File: src/rtl/pwm_compare_pkg.sv
// Shared definitions for the PWM compare block: default widths, reset duty
// and the FSM encoding (ST_RUN is also used by the bench for state probes).
package pwm_compare_pkg;

  localparam int WIDTH_DEF    = 8;
  localparam int DUTY_RST_DEF = 128;

  typedef enum logic [1:0] {
    ST_SYNC  = 2'd0,
    ST_RUN   = 2'd1,
    ST_FAULT = 2'd2
  } state_t;

endpackage

File: src/rtl/pwm_compare_if.sv
// Duty-update handshake between a duty producer (master) and the PWM block (slave).
interface pwm_compare_if
  import pwm_compare_pkg::*;
#(
  parameter int WIDTH = WIDTH_DEF
);

  logic [WIDTH-1:0] duty_in;
  logic             duty_valid;
  logic             duty_ready;

  modport master (output duty_in, output duty_valid, input duty_ready);
  modport slave  (input duty_in, input duty_valid, output duty_ready);

endinterface

File: src/rtl/pwm_compare_duty_shadow.sv
// Double-buffered duty register. A request is parked in the pending slot and
// only moves to the active duty on an enabled wrap, so a period never changes
// its duty half way through. A request arriving on the wrap itself bypasses
// the pending slot.
module pwm_compare_duty_shadow
  import pwm_compare_pkg::*;
#(
  parameter int WIDTH    = WIDTH_DEF,
  parameter int DUTY_RST = DUTY_RST_DEF
) (
  input  logic             clk,
  input  logic             rstn,
  input  logic [WIDTH-1:0] duty_in,
  input  logic             duty_valid,
  output logic             duty_ready,
  input  logic             wrap_en,
  // Duty that governs the count sampled this cycle; equals the stored active
  // duty except on an enabled wrap, where it is the value being installed.
  output logic [WIDTH-1:0] active_duty
);

  logic [WIDTH-1:0] active_reg;
  logic [WIDTH-1:0] pending_reg;
  logic             pending_full_reg;
  logic             accept;

  assign duty_ready = !pending_full_reg;
  assign accept     = duty_valid && duty_ready;

  // Select the duty in force for this cycle, including the wrap-time transfer.
  always_comb begin
    active_duty = active_reg;
    if (wrap_en) begin
      if (accept) begin
        active_duty = duty_in;
      end else if (pending_full_reg) begin
        active_duty = pending_reg;
      end
    end
  end

  // Pending/active storage; a wrap always leaves the pending slot empty.
  always_ff @(posedge clk or negedge rstn) begin
    if (!rstn) begin
      active_reg       <= WIDTH'(DUTY_RST);
      pending_reg      <= '0;
      pending_full_reg <= 1'b0;
    end else begin
      active_reg <= active_duty;
      if (wrap_en) begin
        pending_full_reg <= 1'b0;
      end else if (accept) begin
        pending_reg      <= duty_in;
        pending_full_reg <= 1'b1;
      end
    end
  end

endmodule

File: src/rtl/pwm_compare.sv
// PWM generator driven by an external free-running counter. Produces one PWM
// period per counter wrap, checks that the count advances by exactly one each
// cycle and drops to a safe (pwm low) state when it does not.
module pwm_compare
  import pwm_compare_pkg::*;
#(
  parameter int WIDTH    = WIDTH_DEF,
  parameter int DUTY_RST = DUTY_RST_DEF
) (
  input  logic             clk,
  input  logic             rstn,
  input  logic [WIDTH-1:0] count,
  pwm_compare_if.slave     duty_bus,
  input  logic             err_clr,
  output logic             pwm,
  output logic             period_start,
  output logic             seq_err
);

  state_t           state_reg;
  state_t           state_next;
  logic [WIDTH-1:0] prev_reg;
  logic [WIDTH-1:0] prev_inc;
  logic [WIDTH-1:0] cmp_duty;
  logic             wrap;
  logic             step_err;
  logic             wrap_en;

  assign wrap     = (count == '0);
  assign prev_inc = prev_reg + {{(WIDTH-1){1'b0}}, 1'b1};
  assign step_err = (state_reg == ST_RUN) && (count != prev_inc);
  // Duty transfers only on wraps that leave the FSM in RUN, which also covers
  // the wrap that takes SYNC into RUN.
  assign wrap_en  = wrap && (state_next == ST_RUN);

  // Next-state decode for the sync/run/fault controller.
  always_comb begin
    state_next = state_reg;
    case (state_reg)
      ST_SYNC:  if (wrap)     state_next = ST_RUN;
      ST_RUN:   if (step_err) state_next = ST_FAULT;
      ST_FAULT: if (err_clr)  state_next = ST_SYNC;
      default:                state_next = ST_SYNC;
    endcase
  end

  pwm_compare_duty_shadow #(
    .WIDTH    (WIDTH),
    .DUTY_RST (DUTY_RST)
  ) u_duty_shadow (
    .clk         (clk),
    .rstn        (rstn),
    .duty_in     (duty_bus.duty_in),
    .duty_valid  (duty_bus.duty_valid),
    .duty_ready  (duty_bus.duty_ready),
    .wrap_en     (wrap_en),
    .active_duty (cmp_duty)
  );

  // FSM state, previous count and registered outputs; a new error beats err_clr.
  always_ff @(posedge clk or negedge rstn) begin
    if (!rstn) begin
      state_reg    <= ST_SYNC;
      prev_reg     <= '0;
      pwm          <= 1'b0;
      period_start <= 1'b0;
      seq_err      <= 1'b0;
    end else begin
      state_reg    <= state_next;
      prev_reg     <= count;
      pwm          <= (state_next == ST_RUN) && (count < cmp_duty);
      period_start <= wrap;
      if (step_err) begin
        seq_err <= 1'b1;
      end else if (err_clr) begin
        seq_err <= 1'b0;
      end
    end
  end

endmodule
File: src/flat_wrapper.sv
// flat-port wrapper written by rule: the top's interface ports become plain ports
module pwm_compare_flat import pwm_compare_pkg::*;
#(
  parameter int WIDTH    = WIDTH_DEF,
  parameter int DUTY_RST = DUTY_RST_DEF
)
  (clk, rstn, count, err_clr, pwm, period_start, seq_err, duty_bus_duty_in, duty_bus_duty_valid, duty_bus_duty_ready);
  pwm_compare_if #(.WIDTH(WIDTH)) duty_bus_i ();
  input  logic clk;
  input  logic rstn;
  input  logic [WIDTH-1:0] count;
  input  logic err_clr;
  output logic pwm;
  output logic period_start;
  output logic seq_err;
  input wire logic [$bits(duty_bus_i.duty_in)-1:0] duty_bus_duty_in;
  input wire logic [$bits(duty_bus_i.duty_valid)-1:0] duty_bus_duty_valid;
  output wire logic [$bits(duty_bus_i.duty_ready)-1:0] duty_bus_duty_ready;
  assign duty_bus_i.duty_in = duty_bus_duty_in;
  assign duty_bus_i.duty_valid = duty_bus_duty_valid;
  assign duty_bus_duty_ready = duty_bus_i.duty_ready;
  pwm_compare #(.WIDTH(WIDTH), .DUTY_RST(DUTY_RST)) u_core (.clk(clk), .rstn(rstn), .count(count), .duty_bus(duty_bus_i), .err_clr(err_clr), .pwm(pwm), .period_start(period_start), .seq_err(seq_err));
endmodule
File: config.mk
export PLATFORM = sky130hd
export DESIGN_NAME = pwm_compare_flat
export DESIGN_NICKNAME = d
export VERILOG_FILES = /design/src/rtl/pwm_compare_pkg.sv /design/src/rtl/pwm_compare_if.sv /design/src/rtl/pwm_compare_duty_shadow.sv /design/src/rtl/pwm_compare.sv /design/src/flat_wrapper.sv
export SDC_FILE = /design/constraint.sdc
export NUM_CORES = 1
export LEC_CHECK = 0
export CORE_ASPECT_RATIO = 0.7
export CORE_MARGIN = 2
export CORE_UTILIZATION = 50
export CTS_BUF_LIST = sky130_fd_sc_hd__clkbuf_8
export DETAILED_ROUTE_END_ITERATION = 12
export PLACE_DENSITY = 0.77
export SLEW_MARGIN = 25
export SYNTH_ARGS = -nofsm -noshare
export SYNTH_HDL_FRONTEND = slang
export SYNTH_SLANG_ARGS = --single-unit
File: constraint.sdc
create_clock -name clk -period 3 [get_ports clk]
set_input_delay 0.6 -clock clk [delete_from_list [all_inputs] [get_ports clk]]
set_output_delay 0.6 -clock clk [all_outputs]
set_load 0.03 [all_outputs]
==> qor.csv <==
metric,value,unit
synthArstFlopShare,100,%
ios,24,
combPwrFrac,19.4,%
grt_pass1_wl,8390,um
power_switching,281,uW
finClkSkew,0.00386,ns
finalInstanceArea,0.00261,sq mm
core-area,0.00321,sq mm
wl,5050,um
synth_top_area_share,42.5,%
nets,250,
synth_adder_area_share,5.87,%
synth_seq_cells,30,
synth.area.mux_share,5.21,%
dp_hpwl,3130,um
tightest_slew,0.607,ns
synth_compound_area_share,21.3,%
min_path_type,reg2reg,
setup_slack,-0.182,ns
yosys_warnings,0,
clock_power_share,36.3,%
vias,1555,
rsz0062_at_grt,true,
timing.final.crit_share,106,%
cp-start-kind,register,
track_usage,30.0,%
violations,setup timing,
fill_cells,172,
postCtsHoldBufs,0,
post_drt_via_cell_ratio,5.76,
yosys.area_share.simple,15.5,%
io_buffers,23,
ys_seq_area_share,44.1,%
status,finished with violations,
worstPathRequired,3.23,ns
die_w,73.8,um
power,1.06,mW
placedInstanceArea,0.00226,sq mm
drive_gt1_share,46.2,%
cts_made_buffers,5,
syn_nets,180,
p_per_area,408,mW/mm^2
cap_viol_max_count,0,
yosysTopAreaCell,dfrtp_1,
synth_top_family_by_area,compound AO/OA/AOI/OAI gates,
clock.fmax,314,MHz
period_minus_slack,3.18,ns
worstSetupPathType,reg2reg,
dr.pass1.iters,5,
clk_latency,0.29,ns
clock_path_buffers,2,
dieHeight,52.9,um
gp_congestion,0.865,
syn_area_per_cell,11.2,sq um
worstSetupEndpointType,register,
netlist_area,0.00171,sq mm
ys_top_cells_by_area,"dfrtp_1, ha_1, mux2_2, a221oi_1, a221o_1",
leakagePower,1.19,nW
seqPwrFrac,44.3,%
grt_pass1_vias,1668,
clkSlewWorstSetupHoldPaths,0.07,ns
synth_xor_area_share,4.62,%
overflow,0,
cts_sinks,30,
grt_max_degree,31,
placementRows,17,
cts_tree,built,
final_max_slew_viol_count,0,
wl_per_cell,18.7,um
intPower,783,uW
syn_inst,152,
crit_arrival,3.41,ns
max-slew-margin-rel,59.6,%
area_growth,52.8,%
setup_violations,2,
antenna_found_initial,0,
initial_core_util,53.1,%
cts_root_buf,clkbuf_8,
hold_viol,0,
antenna_left,0,
die_area,0.00390,sq mm
antenna_cells,0,
peakVddDrop,0.396,mV
htreeDepth,2,
setup_tns,-0.234,ns
synth.most_common_cell,dfrtp_1,
switching_share,26.4,%
drt-initial-drc-count,113,
cp_max_fo,7,
synth_edf_count,0,
synth-main-ff-cell,dfrtp_1,
netlist-cell-type-count,45,
drc_errors,0,
[final timing paths]
| path | start | endpoint | slack (ns) | cells after the start |
|---|---|---|---|---|
| min in group asynchronous | rstn | u_core.prev_reg[6]$_DFF_PN0_ | 0.70 | 2 |
| setup reg to reg | u_core.prev_reg[1]$_DFF_PN0_ | u_core.pwm$_DFF_PN0_ | -0.18 | 15 |
| hold / removal | u_core.seq_err$_DFFE_PN0P_ | u_core.seq_err$_DFFE_PN0P_ | 0.48 | 1 |
| hold reg to reg | u_core.seq_err$_DFFE_PN0P_ | u_core.seq_err$_DFFE_PN0P_ | 0.48 | 1 |
| max in group asynchronous | rstn | u_core.u_duty_shadow.active_reg[7]$_DFF_PN1_ | 1.99 | 2 |
| setup / recovery | u_core.prev_reg[1]$_DFF_PN0_ | u_core.pwm$_DFF_PN0_ | -0.18 | 15 |
[layout by cell type (no fill, tap or decap), types with 3 or more instances in the layout]
cell type and instances:
a21oi_2 4, dfrtp_1 29, nor2_1 6, clkdlybuf4s50_1 15
a21o_1 5, buf_6 6, nand3_2 3, ha_1 7
inv_1 8, nand2b_1 8, clkbuf_8 8, buf_2 5
buf_4 39, a221oi_2 6, mux2_2 7, xnor2_1 5
a21oi_1 3, a221o_1 6, nand3_1 6
[power groups by stage]
stage / combinational (mW) / clock (mW) / sequential, mW
floorplan: 0.106 / 0 / 0.466
global placement: 0.179 / 0 / 0.470
detailed placement: 0.187 / 0 / 0.473
CTS: 0.202 / 0.389 / 0.469
global route: 0.225 / 0.408 / 0.474
finish: 0.207 / 0.386 / 0.472
[logic make-up after synthesis]
group                    after synthesis
AO/OA/AOI/OAI                         40
XOR/XNOR                               9
adder cells (fa/ha/maj)                8
buffers and inverters                 13
flip-flops                            30
multiplexers                           8
AND/OR/NAND/NOR                       44
[critical path: stages, from the launching register on]
cell,delay (ns)
dfrtp_1,0.40
buf_4,0.14
and4_4,0.23
a22o_1,0.19
nand4_1,0.14
buf_6,0.16
o41ai_4,0.30
buf_6,0.18
nand3_2,0.08
a21oi_2,0.19
a221oi_2,0.06
ha_1,0.30
a21o_1,0.16
a21o_1,0.17
a221oi_2,0.25
o211a_1,0.17
[routing by layer]
layer	track usage, %	share of wire [%]	routed length, um
met1	37.7	45	2250
met2	49.0	49	2450
met3	7.43	4.6	233
met4	13.3	2.3	116
met5	0	0	0
[area by class of cell]
type	instances	area, sq um	share of cell area (%)
clock buffer	8	110	4.22
sequential	30	752	28.8
tap	47	58.8	2.26
inverter	8	30.0	1.15
timing repair buffer	68	573	22.0
multi-input combinational	109	1080	41.6
[timing repair]
item                                   4_1_cts  5_1_grt
setup endpoints to repair                    1        2
gates resized for setup                     49        3
buffers inserted                            17        1
endpoints found under the hold margin        0        0
pin swaps                                   24        3
[metrics by stage]
| stage | hold WS (ns) | cells | util, % | setup slack, ns |
|---|---|---|---|---|
| floorplan | 0.304 | 152 | - | -0.138 |
| global placement | 0.467 | 244 | 70.5 | -0.700 |
| detailed placement | 0.468 | 244 | 70.5 | -0.829 |
| CTS | 0.483 | 269 | 80.6 | -0.132 |
| global route | 0.488 | 270 | 81.2 | -0.314 |
| finish | 0.482 | 270 | 81.2 | -0.182 |
Power figures use the tool's default switching activity.
